[config.mk]
export PLATFORM = sky130hd
export DESIGN_NAME = box_cmd_decoder
export DESIGN_NICKNAME = d
export VERILOG_FILES = /design/src/rtl/box_cmd_decoder.sv
export SDC_FILE = /design/constraint.sdc
export NUM_CORES = 1
export LEC_CHECK = 0
export CAP_MARGIN = 20
export CORE_ASPECT_RATIO = 0.75
export CORE_MARGIN = 2
export CORE_UTILIZATION = 49
export CTS_CLUSTER_SIZE = 16
export DETAILED_ROUTE_END_ITERATION = 8
export DONT_BUFFER_PORTS = 1
export PLACE_DENSITY_LB_ADDON = 0.1
export SLEW_MARGIN = 40
export SYNTH_ARGS = -nofsm -noshare
export SYNTH_HDL_FRONTEND = slang
export SYNTH_SLANG_ARGS = --single-unit
[constraint.sdc]
create_clock -name clk -period 5.2 [get_ports clk]
set_input_delay 0.52 -clock clk [delete_from_list [all_inputs] [get_ports clk]]
set_output_delay 0.52 -clock clk [all_outputs]
set_load 0.01 [all_outputs]
[src/rtl/box_cmd_decoder.sv]
// Box-overlay command decoder. Parses MAGIC/opcode packets from the UDP RX
// byte stream, validates them, holds the result in a pending register and
// applies it to the box outputs only on a vsync rising edge.
//
// state | meaning
// ------+-------------------------------------------------------------
// IDLE  | waiting for first byte of a packet; checks it against MAGIC
// RECV  | MAGIC seen; capturing opcode and payload, counting bytes
// DRAIN | bad MAGIC; swallowing the rest of the packet, then error
module box_cmd_decoder #(
    parameter int unsigned H_ACT     = 1280,
    parameter int unsigned V_ACT     = 720,
    parameter logic [7:0]  MAGIC     = 8'hA5,
    parameter logic [23:0] DEF_COLOR = 24'hFF0000
) (
    input  logic        clk,
    input  logic        rstn,
    input  logic        valid,
    input  logic [7:0]  i_data,
    input  logic [15:0] data_len,
    input  logic        vsync,
    output logic [10:0] start_x,
    output logic [9:0]  start_y,
    output logic [10:0] end_x,
    output logic [9:0]  end_y,
    output logic [23:0] color,
    output logic        box_en,
    output logic        cmd_err,
    output logic [7:0]  cmd_cnt
);

    typedef enum logic [1:0] {IDLE, RECV, DRAIN} state_t;

    localparam logic [15:0] H_LIM   = 16'(H_ACT);
    localparam logic [15:0] V_LIM   = 16'(V_ACT);
    localparam logic [15:0] LEN_SET = 16'd13;
    localparam logic [15:0] LEN_CLR = 16'd2;

    state_t       state_q, state_d;
    logic [15:0]  cnt_q, cnt_d;
    logic [15:0]  len_q, len_d;
    logic [7:0]   op_q, op_d;
    // Payload bytes 2..12 shifted in MSB-first: x0,y0,x1,y1 (16b each), R,G,B.
    logic [87:0]  pay_q, pay_d;

    logic [10:0]  p_sx_q, p_sx_d, p_ex_q, p_ex_d;
    logic [9:0]   p_sy_q, p_sy_d, p_ey_q, p_ey_d;
    logic [23:0]  p_col_q, p_col_d;
    logic         p_en_q, p_en_d;
    logic         flag_q, flag_d;

    logic [10:0]  sx_q, sx_d, ex_q, ex_d;
    logic [9:0]   sy_q, sy_d, ey_q, ey_d;
    logic [23:0]  col_q, col_d;
    logic         en_q, en_d;
    logic         err_q, err_d;
    logic [7:0]   ccnt_q, ccnt_d;

    logic         vs_s1_q, vs_s2_q, vs_s3_q;
    logic         vs_rise;

    logic [15:0]  x0, y0, x1, y1;
    logic         set_op, clr_op, range_ok, pkt_ok;

    assign x0 = pay_q[87:72];
    assign y0 = pay_q[71:56];
    assign x1 = pay_q[55:40];
    assign y1 = pay_q[39:24];

    assign set_op   = (op_q == 8'h01);
    assign clr_op   = (op_q == 8'h00);
    assign range_ok = (x0 <= x1) && (x1 < H_LIM) && (y0 <= y1) && (y1 < V_LIM);
    assign pkt_ok   = (cnt_q == len_q) &&
                      ((set_op && cnt_q == LEN_SET && range_ok) ||
                       (clr_op && cnt_q == LEN_CLR));

    assign vs_rise = vs_s2_q & ~vs_s3_q;

    // vsync synchroniser; s2 is the first flop considered stable.
    always_ff @(posedge clk or negedge rstn) begin
        if (!rstn) begin
            vs_s1_q <= 1'b0;
            vs_s2_q <= 1'b0;
            vs_s3_q <= 1'b0;
        end else begin
            vs_s1_q <= vsync;
            vs_s2_q <= vs_s1_q;
            vs_s3_q <= vs_s2_q;
        end
    end

    // Packet FSM, evaluation, pending register and frame-boundary apply.
    always_comb begin
        state_d = state_q;
        cnt_d   = cnt_q;
        len_d   = len_q;
        op_d    = op_q;
        pay_d   = pay_q;
        p_sx_d  = p_sx_q;
        p_sy_d  = p_sy_q;
        p_ex_d  = p_ex_q;
        p_ey_d  = p_ey_q;
        p_col_d = p_col_q;
        p_en_d  = p_en_q;
        flag_d  = flag_q;
        sx_d    = sx_q;
        sy_d    = sy_q;
        ex_d    = ex_q;
        ey_d    = ey_q;
        col_d   = col_q;
        en_d    = en_q;
        err_d   = 1'b0;
        ccnt_d  = ccnt_q;

        // Apply first so a same-cycle accept leaves the flag set for next frame.
        if (vs_rise && flag_q) begin
            sx_d   = p_sx_q;
            sy_d   = p_sy_q;
            ex_d   = p_ex_q;
            ey_d   = p_ey_q;
            col_d  = p_col_q;
            en_d   = p_en_q;
            flag_d = 1'b0;
        end

        case (state_q)
            IDLE: begin
                if (valid) begin
                    len_d = data_len;
                    if (i_data == MAGIC) begin
                        state_d = RECV;
                        cnt_d   = 16'd1;
                    end else begin
                        state_d = DRAIN;
                    end
                end
            end
            RECV: begin
                if (valid) begin
                    if (cnt_q != 16'hFFFF) cnt_d = cnt_q + 16'd1;
                    if (cnt_q == 16'd1)       op_d  = i_data;
                    else if (cnt_q < LEN_SET) pay_d = {pay_q[79:0], i_data};
                end else begin
                    state_d = IDLE;
                    if (pkt_ok) begin
                        if (set_op) begin
                            p_sx_d  = x0[10:0];
                            p_sy_d  = y0[9:0];
                            p_ex_d  = x1[10:0];
                            p_ey_d  = y1[9:0];
                            p_col_d = pay_q[23:0];
                        end
                        p_en_d = set_op;
                        flag_d = 1'b1;
                        ccnt_d = ccnt_q + 8'd1;
                    end else begin
                        err_d = 1'b1;
                    end
                end
            end
            DRAIN: begin
                if (!valid) begin
                    state_d = IDLE;
                    err_d   = 1'b1;
                end
            end
            default: state_d = IDLE;
        endcase
    end

    // State and datapath registers.
    always_ff @(posedge clk or negedge rstn) begin
        if (!rstn) begin
            state_q <= IDLE;
            cnt_q   <= '0;
            len_q   <= '0;
            op_q    <= '0;
            pay_q   <= '0;
            p_sx_q  <= '0;
            p_sy_q  <= '0;
            p_ex_q  <= '0;
            p_ey_q  <= '0;
            p_col_q <= DEF_COLOR;
            p_en_q  <= 1'b0;
            flag_q  <= 1'b0;
            sx_q    <= '0;
            sy_q    <= '0;
            ex_q    <= '0;
            ey_q    <= '0;
            col_q   <= DEF_COLOR;
            en_q    <= 1'b0;
            err_q   <= 1'b0;
            ccnt_q  <= '0;
        end else begin
            state_q <= state_d;
            cnt_q   <= cnt_d;
            len_q   <= len_d;
            op_q    <= op_d;
            pay_q   <= pay_d;
            p_sx_q  <= p_sx_d;
            p_sy_q  <= p_sy_d;
            p_ex_q  <= p_ex_d;
            p_ey_q  <= p_ey_d;
            p_col_q <= p_col_d;
            p_en_q  <= p_en_d;
            flag_q  <= flag_d;
            sx_q    <= sx_d;
            sy_q    <= sy_d;
            ex_q    <= ex_d;
            ey_q    <= ey_d;
            col_q   <= col_d;
            en_q    <= en_d;
            err_q   <= err_d;
            ccnt_q  <= ccnt_d;
        end
    end

    assign start_x = sx_q;
    assign start_y = sy_q;
    assign end_x   = ex_q;
    assign end_y   = ey_q;
    assign color   = col_q;
    assign box_en  = en_q;
    assign cmd_err = err_q;
    assign cmd_cnt = ccnt_q;

endmodule

==> flow_metrics.tcl, run 1 <==
set metrics [dict create \
    cp_max_fo 44 \
    layout-drive-gt1-share_pct 27.9 \
    grt_pass1_vias 7433 \
    htreeDepth 1 \
    reg2reg_slack_ps 1830 \
    ctsLongestPathBuffers 3 \
    insertion_delay_ps 550 \
    fmax_mhz 296 \
    synth_edf_count 0 \
    synthFlopType "dfrtp_1" \
    final_common_cell "dfrtp_1" \
    io_buffers 0 \
    dieArea_um2 25700 \
    min_period_ps 3370 \
    finalNonFillerCells 1264 \
    fin_util_pct 55.5 \
    hold_path_class "primary input to asynchronous set/reset pin" \
    gp_congestion 0.889 \
    cp.arrival_ps 3800 \
    r2r_start "op_q[5]" \
    antenna_found_initial 1 \
    ys_warn_count 0 \
    drtPass1Iterations 6 \
    row_count 49 \
    cellPowerDensity_nw_per_um2 346 \
    crit_type "flip-flop to flip-flop" \
    diodes 0 \
    grt-ovfl-total 0 \
    finalHoldViolCount 261 \
    max-slew-margin-rel_pct 39.2 \
    grtUsageTotal_pct 21.5 \
    cts_tree "done" \
    cts_root_buf "clkbuf_16" \
    grt_max_degree 278 \
    rsz0062_at_grt "false" \
    syn-instance-count 916 \
    routedWlPerCell_um 21.1 \
    dpl.hpwl_mm 18.4 \
    ctsResizeCount 0 \
    drt.antenna.violating_nets 0 \
    p_leak_uw 0.00656 \
    start_util_pct 50.0 \
    synthArstFlopShare_pct 100 \
    dpl_cell_area_um2 12300 \
    finalCritPeriodShare_pct 64.9 \
    area_growth_pct 10.9 \
    start_kind "flip-flop" \
    cts_hold_buf 1 \
    cts_buffers 28 \
    whs_ps -323 \
    nets 980 \
    final_area_um2 13300 \
    finalSetupViolCount 0 \
    synth.top_cell.area_share_pct 54.5 \
    yosysSeqAreaShare_pct 58.0 \
    synth_area_um2 12000 \
    drt_iter0_markers 566 \
    avgSynthCellArea_um2 13.1 \
    routed-via-count 7158 \
    netlist_top_cells_area "dfrtp_1 (55%), mux2_2 (17%), ha_1 (4.2%)" \
    drv_cap 0 \
    cts.clk_slew.worst_paths_ps 60 \
    ios 104 \
    ys_seq_elements 277 \
    final_max_slew_viol_count 0 \
    die_w_um 185 \
    drc 0 \
    worstPathRequired_ps 5630 \
    ir_drop_mv 0.293 \
    status "finished, violations left" \
    setup_tns_ps 0 \
    cts_setup_buffers 0 \
    numClockSinks 277 \
    core-area_um2 24000 \
    fillCellCount 2018 \
    tightest_slew_ps 912 \
    vias_per_cell 5.66 \
    dieHeight_um 139 \
    timing.rr.end "p_sx_q[7]" \
    synth_cell_types 55 \
    grt_first_pass_wirelength_mm 43.5 \
    finClkSkew_ps 16.1 \
    synth_nets 984 \
    violations "hold timing" \
    dp.cells 1212 \
    final_cell_mix "dfrtp_1 (261), mux2_2 (184), nand2_1 (59)" \
    worstSetupEndpointType "flip-flop" \
    routed_wl_mm 26.6 \
    synth_top_cell_by_area "dfrtp_1" \
    r2r_cells 7 \
]
## routing by layer
| metal | vias up | track usage (%) | share of wire, % |
|---|---|---|---|
| met5 | - | 0 | 0 |
| met4 | 0 | 3.87 | 1.6 |
| met3 | 32 | 4.87 | 6.7 |
| met2 | 173 | 29.3 | 41 |
| met1 | 3684 | 35.0 | 51 |
| li1 | 3269 | - | - |
## worst max-delay path by stage
stage | startpoint | to | slack (ps) | cells past startpoint
finish | op_q[5] | p_sx_q[7] | 1830 | 7
global route | op_q[5] | p_sx_q[4] | 1670 | 7
CTS | pay_q[53] | p_sx_q[7] | 1770 | 9
detailed placement | pay_q[54] | p_sx_q[3] | 1790 | 9
global placement | pay_q[34] | p_sx_q[6] | 1850 | 9
floorplan | pay_q[34] | p_col_q[10] | 2440 | 8
## state kept, by name (all words and copies together), names as in the netlist, 2 cells and up
register / count
cnt_q: 16
color: 24
p_ex_q: 11
p_col_q: 24
end_y: 10
end_x: 11
p_sx_q: 11
cmd_cnt: 8
len_q: 16
pay_q: 88
start_y: 10
p_ey_q: 10
state_q: 2
op_q: 8
p_sy_q: 10
start_x: 11
## power by group
part,leakage (uW),internal (uW),switching [uW]
Combinational,0.00249,108,86.5
Clock,0.000489,1280,851
Sequential,0.00359,2220,51.0
## cells by family after synthesis
kind of cell	synth area share (%)
AOI/OAI and AO/OA	5.89
xor gates and xnor gates	1.68
buffers and inverters	3.07
muxes	20.2
DFF	58.0
and+or+nand+nor	6.98
adders and majority gates	4.18
## stage by stage
step           hold slack [ps]  power, uW  worst slack (ps)
2_1_floorplan              224       2450              2440
3_3_place_gp               232       2490              1850
3_5_place_dp               233       2500              1790
4_1_cts                   -349       4650              1770
5_1_grt                   -349       4760              1670
6_report                  -323       4600              1830
## critical path, stage by stage, from the launching register on
cell and delay (ps):
dfrtp_1 370, or4_1 600, nor4_1 410, nor4b_1 320, nor2_1 220, a2111oi_4 330
buf_4 570, mux2_2 400
## cell type report
class,instances,area [um2],area share (%)
sequential,277,6950,52.3
multi-input combinational,552,4700,35.3
clock buffer,39,802,6.03
tap,331,414,3.12
clock inverter,12,199,1.50
inverter,47,176,1.33
timing repair buffer,6,51.3,0.386
## cells in the mapped netlist, drive strengths merged, types with 3 or more instances
library cell  instances
a2111oi              10
a21o                  3
a21oi                19
a31oi                 5
and3                  5
and4                  5
buf                  19
clkbuf               21
dfrtp               261
dfstp                16
ha                   40
inv                  47
mux2                213
nand2                59
nand2b                3
nand3                16
nand4                15
nor2                 23
nor2b                 4
nor3                  4
nor4                 11
nor4b                 3
o211ai                3
o21ai                54
o31ai                 4
or3                   3
or4                   4
xnor2                16
xor2                  7
(Power assumes the default switching activity.)
==> run 2: changes to the inputs <==
Clock period 5.2 ns to 3 ns, I/O delays scaled along.
==> run 2 against run 1 <==
The run still ends with hold timing left. Register-to-register slack got worse by 1700 ps. Flip-flop and latch count unchanged. Routed wire length increased by 1.2%. Setup slack got worse by 1700 ps. Critical endpoint is now p_ex_q[5].
==> flow_metrics.tcl, run 2 (same netlist as run 1, synthesis figures left out) <==
set metrics [dict create \
    vias_per_cell 5.59 \
    finalCritPeriodShare_pct 96.9 \
    dpl.hpwl_mm 18.2 \
    setup_ws_ps 93.5 \
    numClockSinks 277 \
    antenna_found_initial 3 \
    r2r_start "pay_q[34]" \
    cts_buffers 28 \
    final_cell_mix "dfrtp_1 (261), mux2_2 (184), nand2_1 (59)" \
    io_buffers 0 \
    drc 0 \
    power.internal_uw 6050 \
    finClkSkew_ps 24.5 \
    drtPass1Iterations 5 \
    ios 104 \
    crit_type "flip-flop to flip-flop" \
    final_max_slew_viol_count 0 \
    cellPowerDensity_nw_per_um2 564 \
    violations "hold timing" \
    dieArea_um2 25700 \
    timing.rr.end "p_ex_q[5]" \
    place_ws_ps 78.7 \
    regMostFlops "pay_q" \
    grtUsageTotal_pct 21.6 \
    routedWlPerCell_um 20.5 \
    grt_pass1_vias 7662 \
    use_met2_pct 29.5 \
    routed-via-count 7357 \
    path_delay_family "simple AND/OR/NAND/NOR gates" \
    ir_drop_mv 0.400 \
    drv_cap 0 \
    use_met1_pct 34.0 \
    drt_iter0_markers 545 \
    grt_first_pass_wirelength_mm 43.5 \
    slowest_delay_ps 540 \
    finalHoldViolCount 268 \
    crit_chain "or4_1, or3_1, nor4b_2, nor2_1, a2111oi_4, buf_4, buf_12, mux2_2" \
    drt.antenna.violating_nets 0 \
    grt_most_used_layer "met1" \
    finalSetupViolCount 0 \
    area_growth_pct 14.2 \
    crit_buf_inv 2 \
    start_util_pct 50.0 \
    grt_util_met3_pct 5.55 \
    start_kind "flip-flop" \
    cts_hold_buf 26 \
    min_period_ps 2910 \
    insertion_delay_ps 550 \
    p_leak_uw 0.00674 \
    tightest_slew_ps 788 \
    dieHeight_um 139 \
    r2r_cells 8 \
    ctsLongestPathBuffers 3 \
    cts_tree "done" \
    power_frac_comb_pct 4.8 \
    grt-ovfl-total 0 \
    finalNonFillerCells 1317 \
    layout-drive-gt1-share_pct 28.2 \
    worstSetupEndpointType "flip-flop" \
    cp.arrival_ps 3320 \
    max-slew-margin-rel_pct 47.5 \
    largest_reg_flops 88 \
    cts.clk_slew.worst_paths_ps 60 \
    htreeDepth 1 \
    final_common_cell "dfrtp_1" \
    nets 1031 \
    swShare_pct 21.5 \
    rsz0062_at_grt "false" \
    hold_path_class "primary input to asynchronous set/reset pin" \
    die_w_um 185 \
    routed_wl_mm 26.9 \
    clkPwrFrac_pct 44.1 \
    setup_tns_ps 0 \
    dp.cells 1238 \
    cp_max_fo 22 \
    seq_power_share_pct 51.1 \
    grt_max_degree 278 \
    whs_ps -533 \
    netSwitchingPower_uw 1660 \
    row_count 49 \
    status "finished, violations left" \
    crit_slowest_cell "or4_1" \
    worstPathRequired_ps 3410 \
    fmax_mhz 344 \
    cts_setup_buffers 0 \
    cts_root_buf "clkbuf_16" \
    gp_congestion 0.914 \
    core-area_um2 24000 \
    reg2reg_slack_ps 90 \
]
run 2: area by class of cell:
type,instances,area (um2)
well taps,331,414
diodes,3,7.51
clock buffers,44,801
fillers,1957,10300
clock inverters,6,91.3
inverters,47,176
repair buffers,57,556
multi-input cells,552,4690
flip-flops and latches,277,6950
run 2: worst max path at each step:
| stage | startpoint | endpoint | slack, ps | cells past startpoint |
|---|---|---|---|---|
| 2_1_floorplan | pay_q[34] | p_col_q[10] | 240 | 8 |
| 3_3_place_gp | pay_q[34] | p_sx_q[5] | 100 | 8 |
| 3_5_place_dp | pay_q[34] | p_sx_q[10] | 80 | 8 |
| 4_1_cts | pay_q[34] | p_ex_q[5] | 30 | 8 |
| 5_1_grt | pay_q[34] | p_ex_q[5] | 5 | 8 |
| 6_report | pay_q[34] | p_ex_q[5] | 90 | 8 |
run 2: power by group through the flow:
stage / registers, uW / clock network [uW] / logic, uW
after detailed placement: 4010 / 0 / 330
final: 3940 / 3400 / 373
after CTS: 3940 / 3500 / 366
after floorplan: 3980 / 0 / 272
after global placement: 4000 / 0 / 319
after global routing: 3950 / 3660 / 408
run 2: worst register-to-register path, cell delays in order (launching register included):
cell,delay (ps)
dfrtp_1,410
or4_1,540
or3_1,380
nor4b_2,260
nor2_1,120
a2111oi_4,270
buf_4,220
buf_12,190
mux2_2,380
run 2: per-stage QoR:
step	hold WS [ps]	total power (uW)	area [um2]	util, %
after floorplan	4.41	4250	12000	-
after global placement	12.3	4320	12500	52.2
after detailed placement	13.0	4340	12500	52.2
after CTS	-555	7800	13700	57.0
after global routing	-554	8020	13700	57.1
final	-533	7720	13700	57.1
run 2: layer usage:
metal | up-vias | part of all wire, %
li1 | 3366 | -
met3 | 41 | 6.7
met5 | - | 0
met1 | 3744 | 50
met4 | 0 | 1.9
met2 | 206 | 41
run 2: what timing repair did:
item,in CTS,in global routing
hold endpoints to repair,314,277
gates resized for setup,0,4
setup endpoints to repair,0,67
==> run 3: changes to the inputs <==
Settings changed: CTS_BUF_LIST from default to sky130_fd_sc_hd__clkbuf_16.
==> run 3 against run 2 <==
The flow still finishes with violations (hold timing). Final area shrank 0.27%. Sequential share of layout area increased by 0.14 points. Final cell count down 0.15%.
==> flow_metrics.tcl, run 3 (same netlist as run 1, synthesis figures left out) <==
set metrics [dict create \
    vias_per_cell 5.59 \
    cp_max_fo 22 \
    worstSetupEndpointType "flip-flop" \
    htreeDepth 1 \
    finalCritPeriodShare_pct 96.5 \
    hold_path_class "primary input to asynchronous set/reset pin" \
    drtPass1Iterations 5 \
    status "finished, violations left" \
    final_max_slew_viol_count 0 \
    drt_iter0_markers 483 \
    largest_reg_flops 88 \
    layout-drive-gt1-share_pct 27.7 \
    min_period_ps 2900 \
    place_ws_ps 78.7 \
    cts_root_buf "clkbuf_16" \
    fin_util_pct 56.9 \
    violations "hold timing" \
    dpl_cell_area_um2 12500 \
    whs_ps -532 \
    finalSetupViolCount 0 \
    diodes 0 \
    routed-via-count 7346 \
    setup_tns_ps 0 \
    grtUsageTotal_pct 21.6 \
    tightest_slew_ps 687 \
    regMostFlops "pay_q" \
    fmax_mhz 345 \
    cts_hold_buf 27 \
    ctsLongestPathBuffers 3 \
    dieHeight_um 139 \
    grt_pass1_vias 7644 \
    row_count 49 \
    finalHoldViolCount 277 \
    grt_max_degree 278 \
    die_w_um 185 \
    ios 104 \
    cp.arrival_ps 3310 \
    crit_type "flip-flop to flip-flop" \
    r2r_cells 8 \
    ir_drop_mv 0.396 \
    p_leak_uw 0.00677 \
    timing.rr.end "p_ex_q[5]" \
    worstPathRequired_ps 3410 \
    rsz0062_at_grt "false" \
    insertion_delay_ps 550 \
    dieArea_um2 25700 \
    cts_buffers 28 \
    setup_ws_ps 104 \
    start_kind "flip-flop" \
    drv_cap 0 \
    gp_congestion 0.914 \
    cts_tree "done" \
    r2r_start "pay_q[34]" \
    final_common_cell "dfrtp_1" \
    grt_first_pass_wirelength_mm 43.5 \
    cts.clk_slew.worst_paths_ps 60 \
    grt-ovfl-total 0 \
    area_growth_pct 13.9 \
    reg2reg_slack_ps 100 \
    drt.antenna.violating_nets 0 \
    cts_setup_buffers 0 \
    finClkSkew_ps 23.1 \
    routed_wl_mm 27.0 \
    antenna_found_initial 1 \
    nets 1032 \
    finalPower_uw 7580 \
    start_util_pct 50.0 \
    routedWlPerCell_um 20.5 \
    core-area_um2 24000 \
    io_buffers 0 \
    cellPowerDensity_nw_per_um2 555 \
    numClockSinks 277 \
    dpl.hpwl_mm 18.2 \
    final_cell_mix "dfrtp_1 (261), mux2_2 (184), inv_1 (59), nand2_1 (59), o21ai_0 (54)" \
    drc 0 \
    max-slew-margin-rel_pct 54.1 \
    final_area_um2 13600 \
]
## run 3: cell count changes in the layout (fill, tap and decap cells not counted)
| cell | before | now |
|---|---|---|
| clkbuf_8 | 4 | 0 |
| dlygate4sd3_1 | 26 | 27 |
| clkbuf_1 | 12 | 0 |
| diode_2 | 3 | 0 |
| clkinv_1 | 0 | 4 |
| inv_1 | 47 | 59 |
## run 3: power breakdown
part / switching [uW] / leakage, uW / internal, uW
sequential: 92.0 / 0.00359 / 3850
clock: 1410 / 0.000462 / 1850
combinational: 162 / 0.00272 / 211
## run 3: cell type report
type / count / area [um2]
clock buffer: 28 / 701
clock inverter: 22 / 151
fill: 1961 / 10300
inverter: 47 / 176
multi-input combinational: 552 / 4690
sequential: 277 / 6950
tap: 331 / 414
timing repair buffer: 58 / 566
## run 3: routing by layer
layer	vias to the layer above	wire [um]	GRT usage [%]
li1	3365	-	-
met1	3728	13600	34.3
met2	214	11000	29.4
met3	39	1850	5.10
met4	0	524	5.22
met5	-	0	0
## run 3: through the flow
stage                     hold WS [ps]  std cells
after global placement            12.3       1238
final                             -532       1315
after detailed placement          13.0       1238
after CTS                         -554       1315
after global routing              -554       1315
after floorplan                   4.41        916
## run 3: how the worst max path moves through the flow
stage / endpoint / slack (ps) / start
6_report: p_ex_q[5] / 100 / pay_q[34]
5_1_grt: p_ex_q[5] / 6 / pay_q[34]
4_1_cts: p_ex_q[5] / 30 / pay_q[34]
3_5_place_dp: p_sx_q[10] / 80 / pay_q[34]
3_3_place_gp: p_sx_q[5] / 100 / pay_q[34]
2_1_floorplan: p_col_q[10] / 240 / pay_q[34]
## run 3: critical path, cell delays in order (launching register included)
cell and delay (ps):
dfrtp_1 410, or4_1 540, or3_1 380, nor4b_2 260, nor2_1 120, a2111oi_4 270
buf_4 220, buf_12 180, mux2_2 360
## run 3: what timing repair did
action,4_1_cts,5_1_grt
setup endpoints to repair,0,67
endpoints found under the hold margin,314,277
gates resized for setup,0,4
